<file path="src/rtl/dm_load_unit_if.sv">
//------------------------------------------------------------------------------
// Module  : dm_load_unit_if
// Brief   : MEM-stage load and data-memory read port bundle for dm_load_unit.
// Revision: 1.0 - initial release
//------------------------------------------------------------------------------
`default_nettype none

interface dm_load_unit_if;
    logic        ld_valid;
    logic [31:0] ld_addr;
    logic [2:0]  ld_op;
    logic        ld_stall;
    logic        misalign;
    logic        mem_req;
    logic [31:0] mem_addr;
    logic [31:0] mem_rdata;
    logic        mem_ack;
    logic [31:0] rd_data;
    logic        rd_valid;
    logic        bus_err;

    modport master (
        input  ld_valid, ld_addr, ld_op, mem_rdata, mem_ack,
        output ld_stall, misalign, mem_req, mem_addr, rd_data, rd_valid, bus_err
    );

    modport slave (
        output ld_valid, ld_addr, ld_op, mem_rdata, mem_ack,
        input  ld_stall, misalign, mem_req, mem_addr, rd_data, rd_valid, bus_err
    );
endinterface

`default_nettype wire

</file>
<file path="src/rtl/dm_load_unit.sv">
//------------------------------------------------------------------------------
// Module  : dm_load_unit
// Brief   : Load path: word read over req/ack, stall until data, byte/half extract.
// Revision: 1.0 - initial release
//------------------------------------------------------------------------------
`default_nettype none

module dm_load_unit #(
    parameter int ACK_TIMEOUT = 255
) (
    input  wire logic         clk,
    input  wire logic         reset,
    dm_load_unit_if.master    bus
);

    typedef enum logic [1:0] {
        S_IDLE = 2'd0,
        S_REQ  = 2'd1,
        S_DONE = 2'd2
    } state_t;

    localparam logic [7:0] C_CNT_LAST = 8'(ACK_TIMEOUT - 1);

    state_t      r_state;
    logic [7:0]  r_cnt;
    logic [31:0] r_addr;
    logic [2:0]  r_op;
    logic [1:0]  r_lane;
    logic        r_req;
    logic [31:0] r_data;
    logic        r_valid;
    logic        r_err;

    logic        w_misalign;
    logic        w_accept;
    logic [15:0] w_half;
    logic [7:0]  w_byte;
    logic [31:0] w_ext;

    // Ops 5..7 fall into the word case, so only lw-like ops need a full 4-byte alignment.
    always_comb begin
        w_misalign = 1'b0;
        if (bus.ld_valid && r_state == S_IDLE) begin
            case (bus.ld_op)
                3'd1, 3'd2: w_misalign = bus.ld_addr[0];
                3'd3, 3'd4: w_misalign = 1'b0;
                default:    w_misalign = (bus.ld_addr[1:0] != 2'b00);
            endcase
        end
    end

    assign w_accept = (r_state == S_IDLE) && bus.ld_valid && !w_misalign;

    always_comb begin
        w_half = r_lane[1] ? bus.mem_rdata[31:16] : bus.mem_rdata[15:0];
        case (r_lane)
            2'd0:    w_byte = bus.mem_rdata[7:0];
            2'd1:    w_byte = bus.mem_rdata[15:8];
            2'd2:    w_byte = bus.mem_rdata[23:16];
            default: w_byte = bus.mem_rdata[31:24];
        endcase
        case (r_op)
            3'd1:    w_ext = {16'h0000, w_half};
            3'd2:    w_ext = {{16{w_half[15]}}, w_half};
            3'd3:    w_ext = {24'h000000, w_byte};
            3'd4:    w_ext = {{24{w_byte[7]}}, w_byte};
            default: w_ext = bus.mem_rdata;
        endcase
    end

    always_ff @(posedge clk or posedge reset) begin
        if (reset) begin
            r_state <= S_IDLE;
            r_cnt   <= 8'd0;
            r_addr  <= 32'd0;
            r_op    <= 3'd0;
            r_lane  <= 2'd0;
            r_req   <= 1'b0;
            r_data  <= 32'd0;
            r_valid <= 1'b0;
            r_err   <= 1'b0;
        end else begin
            r_valid <= 1'b0;
            r_err   <= 1'b0;
            case (r_state)
                S_IDLE: begin
                    if (w_accept) begin
                        r_addr  <= {bus.ld_addr[31:2], 2'b00};
                        r_op    <= bus.ld_op;
                        r_lane  <= bus.ld_addr[1:0];
                        r_cnt   <= 8'd0;
                        r_req   <= 1'b1;
                        r_state <= S_REQ;
                    end
                end
                S_REQ: begin
                    // An ack in the final allowed cycle still wins over the timeout.
                    if (bus.mem_ack) begin
                        r_data  <= w_ext;
                        r_req   <= 1'b0;
                        r_valid <= 1'b1;
                        r_state <= S_DONE;
                    end else if (r_cnt == C_CNT_LAST) begin
                        r_data  <= 32'd0;
                        r_req   <= 1'b0;
                        r_valid <= 1'b1;
                        r_err   <= 1'b1;
                        r_state <= S_DONE;
                    end else begin
                        r_cnt <= r_cnt + 8'd1;
                    end
                end
                S_DONE: begin
                    r_state <= S_IDLE;
                end
                default: begin
                    r_state <= S_IDLE;
                end
            endcase
        end
    end

    assign bus.misalign = w_misalign;
    assign bus.ld_stall = w_accept || (r_state == S_REQ);
    assign bus.mem_req  = r_req;
    assign bus.mem_addr = r_addr;
    assign bus.rd_data  = r_data;
    assign bus.rd_valid = r_valid;
    assign bus.bus_err  = r_err;

endmodule

`default_nettype wire

</file>
<file path="src/flat_wrapper.sv">
// flat-port wrapper written by rule: the top's interface ports become plain ports
module dm_load_unit_flat 
#(
    parameter int ACK_TIMEOUT = 255
)
  (clk, reset, bus_ld_valid, bus_ld_addr, bus_ld_op, bus_mem_rdata, bus_mem_ack, bus_ld_stall, bus_misalign, bus_mem_req, bus_mem_addr, bus_rd_data, bus_rd_valid, bus_bus_err);
  dm_load_unit_if bus_i ();
  input  wire logic clk;
  input  wire logic reset;
  input wire logic [$bits(bus_i.ld_valid)-1:0] bus_ld_valid;
  input wire logic [$bits(bus_i.ld_addr)-1:0] bus_ld_addr;
  input wire logic [$bits(bus_i.ld_op)-1:0] bus_ld_op;
  input wire logic [$bits(bus_i.mem_rdata)-1:0] bus_mem_rdata;
  input wire logic [$bits(bus_i.mem_ack)-1:0] bus_mem_ack;
  output wire logic [$bits(bus_i.ld_stall)-1:0] bus_ld_stall;
  output wire logic [$bits(bus_i.misalign)-1:0] bus_misalign;
  output wire logic [$bits(bus_i.mem_req)-1:0] bus_mem_req;
  output wire logic [$bits(bus_i.mem_addr)-1:0] bus_mem_addr;
  output wire logic [$bits(bus_i.rd_data)-1:0] bus_rd_data;
  output wire logic [$bits(bus_i.rd_valid)-1:0] bus_rd_valid;
  output wire logic [$bits(bus_i.bus_err)-1:0] bus_bus_err;
  assign bus_i.ld_valid = bus_ld_valid;
  assign bus_i.ld_addr = bus_ld_addr;
  assign bus_i.ld_op = bus_ld_op;
  assign bus_i.mem_rdata = bus_mem_rdata;
  assign bus_i.mem_ack = bus_mem_ack;
  assign bus_ld_stall = bus_i.ld_stall;
  assign bus_misalign = bus_i.misalign;
  assign bus_mem_req = bus_i.mem_req;
  assign bus_mem_addr = bus_i.mem_addr;
  assign bus_rd_data = bus_i.rd_data;
  assign bus_rd_valid = bus_i.rd_valid;
  assign bus_bus_err = bus_i.bus_err;
  dm_load_unit #(.ACK_TIMEOUT(ACK_TIMEOUT)) u_core (.clk(clk), .reset(reset), .bus(bus_i));
endmodule
</file>
<file path="config.mk">
export PLATFORM = sky130hd
export DESIGN_NAME = dm_load_unit_flat
export DESIGN_NICKNAME = d
export VERILOG_FILES = /design/src/rtl/dm_load_unit_if.sv /design/src/rtl/dm_load_unit.sv /design/src/flat_wrapper.sv
export SDC_FILE = /design/constraint.sdc
export NUM_CORES = 1
export LEC_CHECK = 0
export BUFFER_PORTS_ARGS = -buffer_cell sky130_fd_sc_hd__buf_2
export CORE_MARGIN = 2
export CORE_UTILIZATION = 35
export CTS_CLUSTER_DIAMETER = 50
export DETAILED_ROUTE_END_ITERATION = 8
export MAX_ROUTING_LAYER = met4
export PLACE_DENSITY = 0.58
export SYNTH_ARGS = -nofsm -noshare
export SYNTH_HDL_FRONTEND = slang
export SYNTH_SLANG_ARGS = --single-unit
</file>
<file path="constraint.sdc">
create_clock -name clk -period 2.1 [get_ports clk]
set_clock_uncertainty 0.1 [all_clocks]
set_input_delay 0 -clock clk [delete_from_list [all_inputs] [get_ports clk]]
set_output_delay 0 -clock clk [all_outputs]
set_load 0.05 [all_outputs]
</file>
# Yosys cells after proc, flatten, opt, wreduce, memory -nomap -nowiden
# Cells that the tools add are included.
[classes]
add_sub_neg = 1
reduce_logical = 16
n_eq_ne = 16
muxes = 24
[ops]
columns = ["op", "n"]
rows = [
  ["$pmux W32 S4", 1],
  ["$mux W32", 2],
  ["$mux W8", 3],
  ["$pmux W8 S3", 1],
  ["$mux W16", 1],
  ["$pmux W8 S2", 1],
  ["$eq A3 B2 Y1 const B", 4],
  ["$mux W1", 9],
  ["$add A8 B1 Y8 const B", 1],
  ["$eq A8 B8 Y1 const B", 1],
  ["$eq A3 B1 Y1 const B", 2],
  ["$eq A3 B3 Y1 const B", 2],
  ["$mux W2", 3],
  ["$reduce_and A2 Y1", 3],
  ["$reduce_bool A2 Y1", 3],
  ["$eq A2 B1 Y1 const B", 2],
  ["$logic_not A2 Y1", 2],
  ["$ne A2 B2 Y1 const B", 2],
  ["$pmux W1 S2", 2],
  ["$pmux W2 S2", 1],
  ["$reduce_and A4 Y1", 1],
  ["$reduce_or A2 Y1", 2],
  ["$ne A3 B2 Y1 const B", 1],
  ["$reduce_and A3 Y1", 1],
  ["other kinds (5)", 6],
]
[totals]
in_bits = 71
word_cells = 66
register_bits = 80

# Logic depth before layout (Yosys ltp)
# Gate-level depths: netlist of the first run.
[depth]
depth_word = 8
depth_mapped = 7

# Worst setup path after synthesis of the first run
# No wires, ideal clock.
[synth_timing]
path_kind = "register to register"
start = "reg u_core.r_lane[1]"
end = "reg u_core.r_data[1] (netlist: u_core.bus.rd_data[1])"
t_arrival_ns = 1.562
setup_ns = 0.121
path_stages_with_launch = 7
path_buffers = 2
path_slack_ns = 0.317
period_less_slack_ns = 1.783
path_cell_list = "dfrtp_1 buf_4 clkbuf_1 mux2_2 a222oi_1 a21oi_1 a22o_1"
[synth_via]
elab_chain_cells = 4
[synth_lines]
columns = ["element", "line_no", "source"]
rows = [
  ["start: declaration", "dm_load_unit.sv:28", "logic [1:0] r_lane;"],
  ["start signal: assignment", "dm_load_unit.sv:90", "r_lane <= bus.ld_addr[1:0];"],
  ["$eq A2 B2 Y1 (tied with other cells)", "dm_load_unit.sv:56", "case (r_lane)"],
  ["$pmux W8 S3", "dm_load_unit.sv:56", ""],
  ["$pmux W32 S4 (*)", "dm_load_unit.sv:62", "case (r_op)"],
  ["$mux W32 (*)", "dm_load_unit.sv:98", "if (bus.mem_ack) begin"],
  ["end signal: assignment", "dm_load_unit.sv:99", "r_data <= w_ext;"],
  ["end: declaration", "dm_load_unit.sv:30", "logic [31:0] r_data;"],
]
# Every way passes the cells marked *; elsewhere a longest branch is shown, timed or not.
# A chain may end at the register's enable or synchronous reset.

# Worst setup path in the final report of the first run
[layout_timing]
start = "reg u_core.r_op[0]"
end = "reg u_core.r_data[0] (netlist: u_core.bus.rd_data[0])"
[layout_via]
elab_chain_cells = 3
[layout_lines]
columns = ["element", "line_no", "source"]
rows = [
  ["start: declaration", "dm_load_unit.sv:27", "logic [2:0] r_op;"],
  ["start signal: assignment", "dm_load_unit.sv:89", "r_op <= bus.ld_op;"],
  ["$eq A3 B3 Y1 (tied with other cells)", "dm_load_unit.sv:62", ""],
  ["$pmux W32 S4 (*)", "dm_load_unit.sv:62", ""],
  ["$mux W32 (*)", "dm_load_unit.sv:98", ""],
]
# Marks and branches as above.

==> results.yml, run 1 <==
run_status:
  status: "finished with violations"
  failed_checks: "design-rule violations"
cts:
  cts.sinks: 80
  cts_buffers: 9
  clkLatencyLatePin_ns: 0.34
  htreeDepth: 3
  clk_pin_slew_ns: 0.06
  post-cts-setup-buffers: 0
  clk_path_buf_depth: 2
  root_buffer: "clkbuf_16"
  cts_tree: "done"
critical_path:
  crit_chain: "or2_2, a222oi_1, a21oi_1, a22o_1"
  arrival_ns: 2.07
  startpoint_type: "flip-flop"
  critPathKind: "flip-flop to flip-flop"
  cp.required_ns: 2.23
  critPathMaxFanout: 17
  cp_slowest_stage_delay_ns: 0.51
  slowest_stage: "dfrtp_1"
  cp-end-kind: "flip-flop"
layout:
  fill_cells: 1030
  syn2layout_area_growth_pct: 44.1
  final_nets: 649
  final_cell_mix: "buf_2, dfrtp_1, dlygate4sd3_1, mux2_2, nor2_1"
  final_common_cell: "buf_2"
  drive_above_1_share: 0.397
  antenna_cells: 0
sta:
  tightest_slew_ns: 0.559
  finalCritPeriodShare: 0.923
  hold_violations: 0
  drv_slew: 0
  rsz0062_at_grt: "false"
  final.setup.tns_ns: 0
  fin_crit_ns: 1.94
  relSlewSlack: 0.626
  clock.fmax_ghz: 0.516
  setup_viol: 0
floorplan:
  die_w_um: 113
  core_area_um2: 11500
  fp.dieH_um: 113
  rows: 39
  start_util: 0.362
  die_area_um2: 12800
  io-pin-count: 140
yosys:
  syn-cell-area_um2: 4170
  synth_cell_types: 53
  postSynth.asyncResetShare: 1.00
  syn_inst: 369
  yosysSeqAreaShare: 0.480
  synthFlopType: "dfrtp_1"
  yosys_register_bits: 80
  yosys_warnings: 0
  synth-edff-count: 0
  avgSynthCellArea_um2: 11.3
routing:
  drt-vias-per-instance: 5.22
  finalWirelength_um: 12000
  drt_iter0_markers: 228
  drt_pass1_iterations: 7
  num_vias: 3772
  drc: 10
  ant_nets: 0
  wl_per_cell_um: 16.6
pwr:
  peakVddDrop_mv: 0.928
  power_mw: 8.66
  power_density_nw_per_um2: 1440
  p_leak_nw: 2.81
placement:
  io_buffers: 137
  gp_congestion: 0.858
  dp_hpwl_um: 8340
global_routing:
  grt_pass1_vias: 3927
  grt_pass1_wl_um: 19600
  gr-total-overflow: 0
  track_usage: 0.199
  grt_max_degree: 70
  antenna_found_initial: 0
min_path:
  min-delay-path-class: "input port to flip-flop"
run:
  cap_violations: 0
-- power by group --
group | total (mW) | internal, mW | switching (mW)
Clock | 1.40 | 0.788 | 0.608
Combinational | 4.77 | 1.56 | 3.21
Sequential | 2.49 | 2.12 | 0.373
Total | 8.66 | 4.47 | 4.19
-- final timing paths --
path                                        start                      end  slack [ns]  cells past startpoint
min reg2reg                u_core.bus.rd_data[14]   u_core.bus.rd_data[14]        0.37                      1
max in group asynchronous                   reset  u_core.bus.mem_addr[26]        1.16                      4
max reg2reg                        u_core.r_op[0]    u_core.bus.rd_data[0]        0.16                      4
max                                u_core.r_op[0]    u_core.bus.rd_data[0]        0.16                      4
min                              bus_mem_rdata[6]    u_core.bus.rd_data[6]        0.02                      4
min in group asynchronous                   reset    u_core.bus.rd_data[6]        0.09                      3
-- what timing repair did --
| item | 4_1_cts | 5_1_grt |
|---|---|---|
| resized for setup | 0 | 2 |
| hold buffers | 66 | 0 |
| endpoints found under the setup margin | 0 | 7 |
| hold endpoints to repair | 145 | 0 |
-- stage by stage --
| step | cell area (µm²) | utilization | worst slack (ns) | hold slack, ns | instances |
|---|---|---|---|---|---|
| 3_3_place_gp | 5080 | 0.441 | 0.201 | -0.110 | 642 |
| 3_5_place_dp | 5080 | 0.441 | 0.0928 | -0.102 | 642 |
| 5_1_grt | 6000 | 0.521 | 0.0187 | 0.0649 | 723 |
| 4_1_cts | 5990 | 0.521 | 0.0698 | 0.00561 | 723 |
| 2_1_floorplan | 4180 | - | 0.317 | 0.0516 | 370 |
| 6_report | 6000 | 0.521 | 0.162 | 0.0205 | 723 |
-- per-layer routing --
metal	up-vias	global-route usage	wire, µm
li1	1795	-	-
met1	1797	0.249	5350
met2	157	0.317	5590
met3	23	0.0337	660
met4	0	0.0911	372
met5	-	-	0
-- worst max-delay path, delay by kind of cell, from the launching register on --
kind | cells | cell delay (ns)
AOI/OAI and AO/OA | 3 | 0.73
DFF | 1 | 0.51
and+or+nand+nor | 1 | 0.48
-- area by class of cell --
cell class,instances,area (µm²),area share
Multi-Input combinational cell,255,2000,0.332
Clock inverter,4,22.5,0.00375
Inverter,8,33.8,0.00563
Sequential cell,80,2000,0.333
Tap cell,143,179,0.0298
Timing Repair Buffer,222,1540,0.256
Clock buffer,11,233,0.0388
-- cell usage after synthesis, types with 6 or more instances --
library cell | n | share of area
nand2b_1 | 10 | 0.015
nand3_1 | 10 | 0.012
inv_1 | 8 | 0.0072
a22o_1 | 7 | 0.015
a41oi_1 | 7 | 0.015
dfrtp_1 | 80 | 0.48
nor2_1 | 32 | 0.029
nand2_1 | 6 | 0.0054
o21ai_0 | 9 | 0.011
mux2i_1 | 8 | 0.019
a21oi_1 | 18 | 0.022
mux2_2 | 49 | 0.13
a31oi_1 | 7 | 0.011
a222oi_1 | 7 | 0.017
clkbuf_1 | 8 | 0.0072
o2bb2ai_1 | 25 | 0.053
buf_2 | 9 | 0.011
a21o_1 | 8 | 0.014
buf_4 | 7 | 0.013
-- logic make-up after synthesis --
family / Yosys count / share of synthesized area
adders and majority gates: 4 / 0.0108
and+or+nand+nor: 80 / 0.0988
other: 1 / 0.000900
AOI/OAI and AO/OA: 104 / 0.192
DFF: 80 / 0.480
muxes: 58 / 0.157
buffers and inverters: 35 / 0.0450
xor gates and xnor gates: 7 / 0.0147
-- sequential cells by signal, summed over array words and instances (netlist names) --
name and cells:
u_core.bus.rd_data 32, u_core.bus.mem_req 1, u_core.r_state 2, u_core.r_lane 2
u_core.bus.rd_valid 1, u_core.r_cnt 8, u_core.r_op 3, u_core.bus.bus_err 1
u_core.bus.mem_addr 30
Power figures use the tool's default switching activity.
==> inputs of run 2 (changes only) <==
--- a/config.mk
+++ b/config.mk
@@ -11,7 +11,6 @@
 export CTS_CLUSTER_DIAMETER = 50
 export DETAILED_ROUTE_END_ITERATION = 8
 export MAX_ROUTING_LAYER = met4
-export PLACE_DENSITY = 0.58
 export SYNTH_ARGS = -nofsm -noshare
 export SYNTH_HDL_FRONTEND = slang
 export SYNTH_SLANG_ARGS = --single-unit
==> run 2 against run 1 <==
  * Total power is 0.23% lower
  * Critical path depth did not move
  * Sequential share of layout area down 0.055 points
  * Routed wire length decreased by 0.72%
  * Largest power group unchanged
  * Clock-buffer cell count stayed put
  * Global-route usage fell by 0.22 points
  * The flow still finishes with violations (design-rule violations)
  * Non-clock buffer count is the same
  * Die area unchanged
  * Worst setup slack better by 0.019 ns
  * Sequential power barely moved
==> results.yml, run 2 (synthesis results as in run 1) <==
critical_path:
  startpoint_type: "flip-flop"
  critPathMaxFanout: 17
  cp.required_ns: 2.23
  critPathKind: "flip-flop to flip-flop"
  cp-end-kind: "flip-flop"
  arrival_ns: 2.05
layout:
  syn2layout_area_growth_pct: 44.3
  largest_register_ffs: 32
  drive_above_1_share: 0.394
  final_common_cell: "buf_2"
  final_cell_mix: "buf_2, dfrtp_1, dlygate4sd3_1, mux2_2, nor2_1"
  antenna_cells: 0
  final_nets: 649
routing:
  met2WireLength_um: 5720
  num_vias: 3802
  finalWirelength_um: 11900
  drt_pass1_iterations: 7
  wl_met1_um: 5020
  drt_iter0_markers: 217
  drt-vias-per-instance: 5.25
  drc: 11
  top_layer: "met4"
  wl_per_cell_um: 16.4
  wl_met3_um: 1000
  ant_nets: 0
run:
  cap_violations: 0
sta:
  fin_crit_ns: 1.92
  rsz0062_at_grt: "false"
  drv_slew: 0
  setup_viol: 0
  relSlewSlack: 0.619
  tightest_slew_ns: 0.568
  final.setup.tns_ns: 0
  clock.fmax_ghz: 0.521
  hold_violations: 0
  finalCritPeriodShare: 0.913
cts:
  cts_buffers: 9
  cts.sinks: 80
  clkLatencyLatePin_ns: 0.35
  post-cts-setup-buffers: 0
  root_buffer: "clkbuf_16"
  htreeDepth: 3
  clk_path_buf_depth: 2
  cts_tree: "done"
  clk_pin_slew_ns: 0.06
pwr:
  power.switching_mw: 4.21
  power_mw: 8.64
  power_frac_comb: 0.543
  peakVddDrop_mv: 0.922
  seqPwrFrac: 0.289
  power_density_nw_per_um2: 1440
  pwr-share-clk: 0.168
  p_leak_nw: 2.80
  intPower_mw: 4.43
  power.share.switching: 0.487
floorplan:
  io-pin-count: 140
  die_area_um2: 12800
  rows: 39
  core_area_um2: 11500
  die_w_um: 113
  fp.dieH_um: 113
  start_util: 0.362
global_routing:
  antenna_found_initial: 0
  gr-total-overflow: 0
  grt_pass1_vias: 3957
  track_usage: 0.197
  grt_pass1_wl_um: 19300
  grt_max_degree: 60
placement:
  gp_congestion: 0.858
  dp_hpwl_um: 8190
  io_buffers: 137
run_status:
  failed_checks: "design-rule violations"
  status: "finished with violations"
min_path:
  min-delay-path-class: "input port to flip-flop"
==> run 2: cell types whose count changed in the layout (fill, tap and decap cells not counted) <==
cell	change
inv_6	+2
dlygate4sd3_1	+2
buf_12	-1
clkinv_2	-3
clkinvlp_4	+2
buf_4	-1
==> run 2: worst max-delay path, cell delays in order (launching register included) <==
cell and delay (ns):
dfrtp_1 0.51, or2_2 0.50, a222oi_1 0.40, a21oi_1 0.11, a22o_1 0.18
==> run 2: metrics by stage <==
stage	std cells	hold WS [ns]	utilization	setup slack [ns]	area [µm²]
after global routing	724	0.0858	0.522	0.0140	6010
after detailed placement	640	-0.0403	0.439	0.0740	5050
after CTS	724	0.0591	0.521	0.0956	6000
after floorplan	370	0.0516	-	0.317	4180
final	724	0.0645	0.522	0.182	6010
after global placement	640	-0.0523	0.439	0.192	5050
==> run 2: layout make-up <==
cell class                 count  area, µm²
timing repair buffer         222       1530
fill                        1015       5500
clock buffer                  11        233
inverter                       8       33.8
clock inverter                 5       40.0
multi-input combinational    255       2000
tap                          143        179
sequential                    80       2000
==> run 2: repair_timing <==
item | in CTS | in global routing
gates resized for setup | 0 | 2
setup endpoints to repair | 0 | 7
endpoints found under the hold margin | 89 | 0
hold buffers | 68 | 0
==> run 2: path summary, 6_finish.rpt <==
check / from / slack [ns] / cells past startpoint / end
hold / removal: bus_mem_rdata[15] / 0.06 / 5 / u_core.bus.rd_data[15]
min in group asynchronous: reset / 0.12 / 3 / u_core.bus.mem_addr[30]
max in group asynchronous: reset / 1.11 / 4 / u_core.bus.rd_data[13]
setup reg to reg: u_core.r_op[1] / 0.18 / 4 / u_core.bus.rd_data[6]
setup / recovery: u_core.r_op[1] / 0.18 / 4 / u_core.bus.rd_data[6]
hold reg to reg: u_core.bus.rd_data[8] / 0.37 / 1 / u_core.bus.rd_data[8]
==> run 2: power groups by stage <==
stage / combinational, mW / sequential (mW) / clock [mW]
after CTS: 4.69 / 2.49 / 1.50
after global placement: 4.54 / 2.49 / 0
after floorplan: 1.71 / 4.27 / 0
after global routing: 4.96 / 2.58 / 1.56
final: 4.69 / 2.50 / 1.45
after detailed placement: 4.59 / 2.50 / 0
==> run 2: metal layers <==
metal | track usage | vias up
met5 | - | -
met4 | 0.0512 | 0
met3 | 0.0627 | 11
met2 | 0.326 | 162
met1 | 0.232 | 1835
li1 | - | 1794
